## src/rtl/imem_loader_pkg.sv

```systemverilog
// rtl/imem_loader_pkg.sv - shared state encoding and framing constants for the boot image loader
package imem_loader_pkg;

    typedef enum logic [2:0] {
        ST_HDR  = 3'd0,
        ST_DATA = 3'd1,
        ST_CSUM = 3'd2,
        ST_DONE = 3'd3,
        ST_ERR  = 3'd4
    } state_t;

    localparam int HDR_BYTES      = 4;
    localparam int BYTES_PER_WORD = 4;
    localparam int LANE_W         = $clog2(BYTES_PER_WORD);
    localparam int BUF_W          = 8 * (BYTES_PER_WORD - 1);

endpackage

```

## src/rtl/imem_loader_byte_to_word_packer.sv

```systemverilog
// rtl/imem_loader_byte_to_word_packer.sv - little-endian byte to 32-bit word assembler
module byte_to_word_packer
    import imem_loader_pkg::*;
(
    input  logic        clk,
    input  logic        rst,
    input  logic        byte_en,
    input  logic [7:0]  byte_data,
    output logic        word_valid,
    output logic [31:0] word
);

    logic [LANE_W-1:0] byte_lane;
    logic [BUF_W-1:0]  shift_buf;

    // Each new byte enters at the top, so after three bytes the first one sits in bits [7:0].
    always_ff @(posedge clk or negedge rst) begin
        if (!rst) begin
            byte_lane <= '0;
            shift_buf <= '0;
        end else if (byte_en) begin
            byte_lane <= byte_lane + LANE_W'(1);
            shift_buf <= {byte_data, shift_buf[BUF_W-1:8]};
        end
    end

    assign word_valid = byte_en && (byte_lane == LANE_W'(BYTES_PER_WORD - 1));
    assign word       = {byte_data, shift_buf};

endmodule

```

## src/rtl/imem_loader.sv

```systemverilog
// rtl/imem_loader.sv - boot loader writing a checksummed byte stream into instruction memory
module imem_loader
    import imem_loader_pkg::*;
#(
    parameter int IMEM_DEPTH = 64,
    parameter int CNT_W      = 32
) (
    input  logic        clk,
    input  logic        rst,
    input  logic        byte_valid,
    input  logic [7:0]  byte_data,
    output logic        byte_ready,
    output logic        imem_we,
    output logic [31:0] imem_addr,
    output logic [31:0] imem_wdata,
    output logic        core_rst,
    output logic        load_done,
    output logic        load_err
);

    localparam int IDX_W  = $clog2(IMEM_DEPTH) + 1;
    localparam int HCNT_W = $clog2(HDR_BYTES);

    state_t             state;
    state_t             state_next;
    logic [HCNT_W-1:0]  hdr_cnt;
    logic [CNT_W-1:0]   hdr_shift;
    logic [CNT_W-1:0]   hdr_full;
    logic [IDX_W-1:0]   word_idx;
    logic [IDX_W-1:0]   n_words;
    logic [7:0]         csum;
    logic               in_load;
    logic               accept;
    logic               hdr_last;
    logic               oversize;
    logic               last_word;
    logic               word_valid;
    logic [31:0]        word;

    assign in_load    = (state == ST_HDR) || (state == ST_DATA) || (state == ST_CSUM);
    assign byte_ready = in_load && rst;
    assign accept     = byte_valid && byte_ready;

    assign hdr_full   = {byte_data, hdr_shift[CNT_W-1:8]};
    assign hdr_last   = (hdr_cnt == HCNT_W'(HDR_BYTES - 1));
    assign oversize   = (hdr_full > CNT_W'(IMEM_DEPTH));
    // Once the header is complete its low bits hold N, already bounded by IMEM_DEPTH.
    assign n_words    = hdr_shift[IDX_W-1:0];
    assign last_word  = ((word_idx + IDX_W'(1)) == n_words);

    byte_to_word_packer u_packer (
        .clk        (clk),
        .rst        (rst),
        .byte_en    (accept && (state == ST_DATA)),
        .byte_data  (byte_data),
        .word_valid (word_valid),
        .word       (word)
    );

    always_ff @(posedge clk or negedge rst) begin
        if (!rst) begin
            state <= ST_HDR;
        end else begin
            state <= state_next;
        end
    end

    always_comb begin
        state_next = state;
        load_done  = 1'b0;
        load_err   = 1'b0;
        case (state)
            ST_HDR: begin
                if (accept && hdr_last) begin
                    if (oversize) begin
                        state_next = ST_ERR;
                    end else if (hdr_full == '0) begin
                        state_next = ST_CSUM;
                    end else begin
                        state_next = ST_DATA;
                    end
                end
            end
            ST_DATA: begin
                if (word_valid && last_word) begin
                    state_next = ST_CSUM;
                end
            end
            ST_CSUM: begin
                if (accept) begin
                    state_next = (byte_data == csum) ? ST_DONE : ST_ERR;
                end
            end
            ST_DONE: load_done = 1'b1;
            ST_ERR:  load_err  = 1'b1;
            default: state_next = ST_HDR;
        endcase
    end

    always_ff @(posedge clk or negedge rst) begin
        if (!rst) begin
            hdr_cnt    <= '0;
            hdr_shift  <= '0;
            word_idx   <= '0;
            csum       <= '0;
            imem_we    <= 1'b0;
            imem_addr  <= '0;
            imem_wdata <= '0;
            core_rst   <= 1'b0;
        end else begin
            imem_we  <= word_valid;
            core_rst <= (state == ST_DONE);
            if (accept && (state == ST_HDR)) begin
                hdr_shift <= hdr_full;
                hdr_cnt   <= hdr_cnt + HCNT_W'(1);
            end
            if (accept && (state == ST_DATA)) begin
                csum <= csum ^ byte_data;
            end
            if (word_valid) begin
                imem_addr  <= 32'({word_idx, 2'b00});
                imem_wdata <= word;
                word_idx   <= word_idx + IDX_W'(1);
            end
        end
    end

endmodule
```

## config.mk

```make
export PLATFORM = sky130hd
export DESIGN_NAME = imem_loader
export DESIGN_NICKNAME = d
export VERILOG_FILES = /design/src/rtl/imem_loader_pkg.sv /design/src/rtl/imem_loader_byte_to_word_packer.sv /design/src/rtl/imem_loader.sv
export SDC_FILE = /design/constraint.sdc
export NUM_CORES = 1
export LEC_CHECK = 0
export ABC_CLOCK_PERIOD_IN_PS = 5000
export CORE_AREA = 2 2 97 99
export DETAILED_ROUTE_END_ITERATION = 12
export DIE_AREA = 0 0 99 101
export PLACE_DENSITY_LB_ADDON = 0.3
export SLEW_MARGIN = 20
export SYNTH_ARGS = -nofsm -noshare
export SYNTH_HDL_FRONTEND = slang
export SYNTH_SLANG_ARGS = --single-unit
```

## constraint.sdc

```tcl
create_clock -name clk -period 5 [get_ports clk]
set_input_delay 1 -clock clk [delete_from_list [all_inputs] [get_ports clk]]
set_output_delay 1 -clock clk [all_outputs]
set_load 0.05 [all_outputs]
```

Word level (Yosys, flattened, before mapping)
Cells that the tools add are included.
{"block": "classes", "add_sub_neg": 3, "magnitude_cmp": 1, "eq_ne": 11, "n_mux": 9, "bitwise_logic": 2, "n_reduce_logical": 13}
{"cell": "$gt A32 B7 Y1 const B", "count": 1}
{"cell": "$logic_not A32 Y1", "count": 1}
{"cell": "$mux W3", "count": 5}
{"cell": "$pmux W3 S4", "count": 1}
{"cell": "$eq A8 B8 Y1", "count": 1}
{"cell": "$xor A8 B8 Y8", "count": 1}
{"cell": "$add A7 B1 Y7 const B", "count": 1}
{"cell": "$eq A7 B7 Y1", "count": 1}
{"cell": "$logic_and A1 B1 Y1", "count": 7}
{"cell": "$eq A3 B2 Y1 const B", "count": 2}
{"cell": "$add A2 B1 Y2 const B", "count": 2}
{"cell": "$eq A2 B2 Y1 const B", "count": 2}
{"cell": "$ne A2 B1 Y1 const B", "count": 2}
{"cell": "$reduce_and A4 Y1", "count": 1}
{"cell": "$eq A3 B1 Y1 const B", "count": 1}
{"cell": "$eq A3 B3 Y1 const B", "count": 1}
{"cell": "$logic_not A3 Y1", "count": 1}
{"cell": "$logic_or A1 B1 Y1", "count": 2}
{"cell": "$mux W1", "count": 2}
{"cell": "$mux W2", "count": 1}
{"cell": "$ne A2 B2 Y1 const B", "count": 1}
{"cell": "$reduce_or A2 Y1", "count": 1}
{"cell": "$not A1 Y1", "count": 1}
{"block": "word_totals", "regBits": 119, "output_inout_bits": 69, "elab_cells": 50}

Depth between registers and ports, before layout
Gate-level depths: netlist (run 1).
{"block": "depth", "ltp_word": 10, "depth_mapped": 9, "ltp_nobuf": 7}

Modules after synthesis
Synthesis (run 1) repeated with hierarchy kept, for this count alone.
{"block": "hier_totals", "cells_unflattened": 372, "hier_area_um2": 5247.5}
{"mod": "imem_loader", "instances": 1, "cells_each": 307, "area_each_um2": 4108.9, "seq_area_each_um2": 2302.2}
{"mod": "byte_to_word_packer", "instances": 1, "cells_each": 65, "area_each_um2": 1138.6, "seq_area_each_um2": 650.6}

Least setup slack after synthesis (run 1)
Ideal clock, no wire load.
{"block": "synth_path", "kind": "register to output", "start": "reg state[0]", "end": "out load_err", "arrival_time_ps": 1463, "required_ps": 4000, "slack_ps": 2537, "path_stages_with_launch": 4, "path_cell_list": "dfrtp_1 buf_4 or2_2 nor2_1"}
{"block": "synth_via", "elab_chain_len": 2}
{"item": "start, declared", "line_no": "imem_loader.sv:24", "source": "state_t state;"}
{"item": "start signal, assigned", "line_no": "imem_loader.sv:64", "source": "state <= state_next;"}
{"item": "$eq A3 B3 Y1", "line_no": "imem_loader.sv:72", "source": "case (state)"}
{"item": "$mux W1", "line_no": "imem_loader.sv:72"}
{"item": "end, declared", "line_no": "imem_loader.sv:18", "source": "output logic load_err"}
Every way passes these cells.

Worst setup path after layout (run 1)
{"block": "layout_path", "start": "in rst", "end": "out byte_ready"}
{"block": "layout_via", "elab_chain_len": 1}
{"item": "start, declared", "line_no": "imem_loader.sv:9", "source": "input logic rst,"}
{"item": "$logic_and A1 B1 Y1", "line_no": "imem_loader.sv:41", "source": "assign byte_ready = in_load && rst;"}
{"item": "end, declared", "line_no": "imem_loader.sv:12", "source": "output logic byte_ready,"}
Every way passes these cells.

==> flow_metrics.py, run 1 <==
metrics = {
    "timing": {
        "hold_violations": 0,
        "fin_crit_sh_pct": 69.3,
        "slew_headroom_pct": 35.5,
        "setup_viol": 0,
        "worst_slew_pin_slew_ps": 967,
        "period_needed_ps": 3470,
        "fmax_mhz": 288,
        "rsz0062_at_grt": "no",
        "tns_ps": 0,
        "maxSlewViolCount": 0,
        "fin_skew_ps": 5.55,
    },
    "drt": {
        "vias": 3344,
        "drc": 0,
        "vias_per_cell": 5.30,
        "wl_per_cell_um": 15.9,
        "drtPass1Iterations": 4,
        "ant_nets": 0,
        "routed_wl_um": 10000,
        "drt-initial-drc-count": 203,
    },
    "power": {
        "switching_share_pct": 23.0,
        "p_seq_share_pct": 42.6,
        "combPwrFrac_pct": 3.5,
        "p_switching_mw": 0.515,
        "internal-power_mw": 1.73,
        "power_density_nw_per_um2": 361,
        "ir_worst_vdd_uv": 272,
        "leakagePower_nw": 3.24,
        "clockPowerShare_pct": 53.9,
        "power_mw": 2.24,
    },
    "synthesis": {
        "ys_seq_area_share_pct": 57.8,
        "synth.distinct_cells": 43,
        "avgSynthCellArea_um2": 11.4,
        "synthFlopType": "dfrtp_1",
        "synth_edf_count": 0,
        "synth-seq-cells": 118,
        "yosys_warnings": 0,
        "syn_area_um2": 5110,
        "synthArstFlopShare_pct": 100,
        "synthCells": 449,
    },
    "cells_and_area": {
        "stdcell_count": 631,
        "drive_gt1_share_pct": 15.8,
        "syn_to_final_growth_pct": 21.5,
        "fillers": 657,
        "seq_area_um2": 2950,
        "fin_area_um2": 6210,
        "fin_util_pct": 69.2,
        "fin_nets": 521,
        "multiInputGateArea_um2": 1940,
        "antenna_cells": 0,
    },
    "global_routing": {
        "grt_pass1_vias": 3401,
        "grtUsageMet2_pct": 33.9,
        "grt_antenna_before_repair": 0,
        "grt_pass1_wl_um": 16900,
        "use_met1_pct": 30.0,
        "grt_busiest_layer": "met2",
        "grt_max_degree": 82,
        "grt_use_total_pct": 21.9,
        "grt-ovfl-total": 0,
        "grtUsageMet3_pct": 5.89,
    },
    "setup_path": {
        "reg2reg_to": "imem_wdata[16]$_DFFE_PN0P_",
        "crit_required_ps": 4000,
        "crit_family": "buffers and inverters",
        "cp_cell_sequence": "buf_4 -> and3_1 -> clkdlybuf4s50_1",
        "r2r_slack_ps": 2370,
        "worstSetupEndpointType": "output pin",
        "critical_path_class": "in2out",
        "critPathArrivalTime_ps": 2470,
        "critPathMaxStageDelay_ps": 800,
        "crit_buf_inv": 2,
        "crit_slowest_cell": "clkdlybuf4s50_1",
        "r2r_start": "state[1]$_DFFE_PN0P_",
        "path_max_fanout": 42,
        "cp-start-kind": "primary input",
        "rr_worst_depth": 7,
    },
    "floorplan": {
        "ios": 80,
        "fp-row-count": 35,
        "die_h_um": 101,
        "die_w_um": 99,
        "core_area_um2": 8980,
        "die_area_um2": 10000,
        "start_util_pct": 56.9,
    },
    "clock_network": {
        "cts_num_sinks": 118,
        "cts_buffer_depth": 2,
        "clk_latency_ps": 510,
        "post-cts-setup-buffer-count": 0,
        "cts_tree": "done",
        "cts_max_level": 4,
        "clk_pin_slew_ps": 60,
        "cts_buffers": 17,
        "postCtsHoldBufs": 0,
        "cts_resized": 0,
        "cts-root-buf": "clkbuf_8",
    },
    "placement": {
        "dpl-instance-area_um2": 5620,
        "gp_congestion": 0.870,
        "numPortBuffers": 54,
        "dp.final_hpwl_um": 6500,
        "place_inst": 599,
    },
    "status": {
        "outcome": "completed",
    },
    "min_path": {
        "hold_class": "in2async",
    },
    "job": {
        "maxCapViolCount": 0,
    },
}
final cells by class:
type | count | share of cell area [%]
Tap cell | 111 | 2.24
Clock inverter | 14 | 2.84
Multi-Input combinational cell | 308 | 31.2
Timing Repair Buffer | 59 | 9.27
Clock buffer | 18 | 6.73
Inverter | 3 | 0.181
Sequential cell | 118 | 47.5
worst max path at each step:
stage / from / slack [ps] / cells past startpoint / endpoint
after CTS: rst / 1480 / 3 / byte_ready
final: rst / 1530 / 3 / byte_ready
after floorplan: state[0]$_DFFE_PN0P_ / 2540 / 3 / load_err
after global routing: rst / 1410 / 3 / byte_ready
after global placement: rst / 1520 / 3 / byte_ready
after detailed placement: rst / 1490 / 3 / byte_ready
cells by family after synthesis:
group           Yosys count  share of synthesized area (%)
xor+xnor                 33                           5.65
mux                      56                           12.3
flops                   118                           57.8
compound gates           20                           3.11
other cells               1                         0.0734
fa+ha+maj                 3                          0.734
buf+inv                  47                           6.07
simple gates            171                           14.2
power groups by stage:
| stage | sequential (mW) | combinational [mW] | clock [mW] |
|---|---|---|---|
| 2_1_floorplan | 0.973 | 0.0599 | 0 |
| 4_1_cts | 0.955 | 0.0800 | 1.22 |
| 3_3_place_gp | 0.972 | 0.0791 | 0 |
| 5_1_grt | 0.955 | 0.0852 | 1.26 |
| 6_report | 0.956 | 0.0791 | 1.21 |
| 3_5_place_dp | 0.972 | 0.0795 | 0 |
metal layers:
| layer | up-vias | routed length [µm] |
|---|---|---|
| met2 | 104 | 4780 |
| met5 | - | 0 |
| met3 | 22 | 512 |
| li1 | 1564 | - |
| met4 | 0 | 167 |
| met1 | 1654 | 4580 |
cell usage in the layout, fill, tap and decap left out, types with 7 or more instances in the layout:
cell type and count:
mux2_2 37, xnor2_1 20, nor4_1 7, mux2_1 19
clkbuf_16 16, conb_1 25, dfrtp_1 118, xor2_1 13
nand2_1 130, nor2_1 10, clkdlybuf4s50_1 53
synthesized netlist by cell type (all sizes together), types with 2 or more instances:
cell type,number,area (µm²)
nor4,8,56.3
inv,3,11.3
dfrtp,118,2950
and4,2,20.0
clkbuf,4,15.0
xor2,13,114
mux2,56,631
o311ai,2,17.5
ha,3,37.5
o21ai,4,20.0
nor3,2,10.0
and3,3,18.8
xnor2,20,175
a21oi,4,20.0
nand3,6,30.0
nand4,4,25.0
buf,40,284
nand2,130,488
nor2,10,37.5
worst register-to-register path, stage by stage (launching register included):
cell	delay, ps
dfrtp_1	450
nor2_1	250
and4_1	220
buf_4	290
nand2_1	110
buf_4	240
inv_2	550
mux2_1	410
sequential cells by signal (all words and copies together) (netlist names), 3 cells and up:
| name | cells |
|---|---|
| csum | 8 |
| hdr_shift | 31 |
| imem_addr | 7 |
| imem_wdata | 32 |
| state | 3 |
| u_packer.shift_buf | 24 |
| word_idx | 7 |
through the flow:
stage               setup WS (ps)  hold WS (ps)
CTS                          1480           469
detailed placement           1490           455
global route                 1410           491
floorplan                    2540           439
global placement             1520           455
finish                       1530           460
(Power assumes the default switching activity.)
==> run 2: changes to the inputs <==
--- a/config.mk
+++ b/config.mk
@@ -5,10 +5,10 @@
 export SDC_FILE = /design/constraint.sdc
 export NUM_CORES = 1
 export LEC_CHECK = 0
-export ABC_CLOCK_PERIOD_IN_PS = 5000
-export CORE_AREA = 2 2 97 99
+export ABC_CLOCK_PERIOD_IN_PS = 3600
+export CORE_AREA = 2 2 101 103
 export DETAILED_ROUTE_END_ITERATION = 12
-export DIE_AREA = 0 0 99 101
+export DIE_AREA = 0 0 103 105
 export PLACE_DENSITY_LB_ADDON = 0.3
 export SLEW_MARGIN = 20
 export SYNTH_ARGS = -nofsm -noshare
==> constraint.sdc (replaced) <==
create_clock -name clk -period 3.6 [get_ports clk]
set_input_delay 0.72 -clock clk [delete_from_list [all_inputs] [get_ports clk]]
set_output_delay 0.72 -clock clk [all_outputs]
set_load 0.05 [all_outputs]
==> run 2 against run 1 <==
Worst hold slack worse by 190 ps. Largest cell class unchanged. Critical path type is now reg2out. Setup slack worse by 990 ps. Clock skew up 1.4 ps.
==> flow_metrics.py, run 2 (same netlist as run 1, synthesis figures left out) <==
metrics = {
    "status": {
        "outcome": "completed",
    },
    "drt": {
        "drtPass1Iterations": 4,
        "wl_per_cell_um": 15.8,
        "ant_nets": 0,
        "vias_per_cell": 5.16,
        "vias": 3376,
        "drc": 0,
        "drt-initial-drc-count": 117,
        "routed_wl_um": 10400,
    },
    "clock_network": {
        "cts_max_level": 4,
        "postCtsHoldBufs": 0,
        "cts_num_sinks": 118,
        "post-cts-setup-buffer-count": 0,
        "cts_resized": 0,
        "clk_pin_slew_ps": 50,
        "cts_buffer_depth": 2,
        "clk_latency_ps": 520,
        "cts_tree": "done",
        "cts_buffers": 17,
        "cts-root-buf": "clkbuf_8",
    },
    "min_path": {
        "hold_class": "in2async",
    },
    "job": {
        "maxCapViolCount": 0,
    },
    "cells_and_area": {
        "layout_commonest_cell": "nand2_1",
        "largest_reg_flops": 32,
        "top_register": "imem_wdata",
        "final_cell_mix": "nand2_1, dfrtp_1, clkdlybuf4s50_1",
        "syn_to_final_growth_pct": 22.1,
        "fin_nets": 522,
        "antenna_cells": 0,
        "drive_gt1_share_pct": 16.1,
        "top_regs": "imem_wdata x32, hdr_shift x31, u_packer.shift_buf x24",
    },
    "timing": {
        "tns_ps": 0,
        "hold_ws_ps": 272,
        "worst_slew_pin_slew_ps": 731,
        "hold_violations": 0,
        "period_needed_ps": 3050,
        "fin_crit_sh_pct": 84.8,
        "slew_headroom_pct": 51.3,
        "maxSlewViolCount": 0,
        "fin_skew_ps": 6.97,
        "setup_viol": 0,
        "rsz0062_at_grt": "no",
        "fmax_mhz": 327,
    },
    "floorplan": {
        "die_w_um": 103,
        "die_area_um2": 10800,
        "core_area_um2": 9640,
        "die_h_um": 105,
        "start_util_pct": 53.0,
        "fp-row-count": 36,
        "ios": 80,
    },
    "setup_path": {
        "reg2reg_to": "imem_wdata[20]$_DFFE_PN0P_",
        "r2r_start": "state[1]$_DFFE_PN0P_",
        "r2r_slack_ps": 1420,
        "critPathArrivalTime_ps": 2330,
        "crit_required_ps": 2880,
        "cp-start-kind": "flip-flop",
        "worstSetupStartpoint": "state[0]$_DFFE_PN0P_",
        "worstSetupEndpointType": "output pin",
        "rr_worst_depth": 5,
        "critical_path_class": "reg2out",
        "path_max_fanout": 10,
    },
    "power": {
        "ir_worst_vdd_uv": 310,
        "leakagePower_nw": 3.24,
        "power_mw": 3.07,
        "power_density_nw_per_um2": 491,
    },
    "global_routing": {
        "grt-ovfl-total": 0,
        "grt_pass1_vias": 3364,
        "grt_max_degree": 82,
        "grt_antenna_before_repair": 0,
        "grt_use_total_pct": 21.0,
        "grt_pass1_wl_um": 17200,
    },
    "placement": {
        "gp_congestion": 0.820,
        "dp.final_hpwl_um": 6560,
        "numPortBuffers": 54,
    },
}
## run 2: cell types whose count changed in the layout (fill, tap and decap cells not counted)
cell,delta
clkinv_4,-2
clkinvlp_4,+2
clkinv_2,+2
bufinv_16,-1
clkbuf_8,+3
buf_6,+1
clkbuf_1,-1
inv_6,-3
## run 2: final cells by class
cell class / instances / area (µm²)
inverter: 3 / 11.3
clock buffer: 20 / 455
timing repair buffer: 60 / 587
multi-input combinational: 308 / 1940
clock inverter: 12 / 128
sequential: 118 / 2950
fill: 737 / 3400
tap: 133 / 166
## run 2: metrics by stage
stage | cell area (µm²) | std cells | util (%) | worst slack (ps)
after floorplan | 5200 | 473 | - | 1420
final | 6240 | 654 | 64.7 | 546
after CTS | 6230 | 654 | 64.7 | 510
after global routing | 6240 | 654 | 64.7 | 431
after global placement | 5650 | 622 | 58.6 | 811
after detailed placement | 5650 | 622 | 58.6 | 791
## run 2: how the worst max path moves through the flow
stage / to / slack [ps] / cells after the start
detailed placement: imem_wdata[7]$_DFFE_PN0P_ / 790 / 6
CTS: load_err / 510 / 3
floorplan: load_err / 1420 / 3
global route: load_err / 430 / 3
global placement: state[0]$_DFFE_PN0P_ / 810 / 6
finish: load_err / 550 / 3
## run 2: critical path, cell delays in order (launching register included)
cell and delay, ps:
dfrtp_1 490, or2_2 370, nor2_1 120, clkdlybuf4s50_1 830
## run 2: where the power goes
| part | leakage (nW) | total (mW) | internal [mW] | switching (mW) |
|---|---|---|---|---|
| Combinational | 1.31 | 0.113 | 0.0144 | 0.0984 |
| Sequential | 1.64 | 1.33 | 1.33 | 0 |
| Clock | 0.279 | 1.63 | 1.03 | 0.591 |
| Total | 3.24 | 3.07 | 2.38 | 0.689 |
## run 2: metal layers
metal  global-route usage (%)  vias up  part of all wire (%)
met5                        0        -                     0
met4                     6.39        0                  0.96
met3                     6.22        9                   4.1
met2                     31.5       89                    49
met1                     29.5     1714                    46
li1                         -     1564                     -
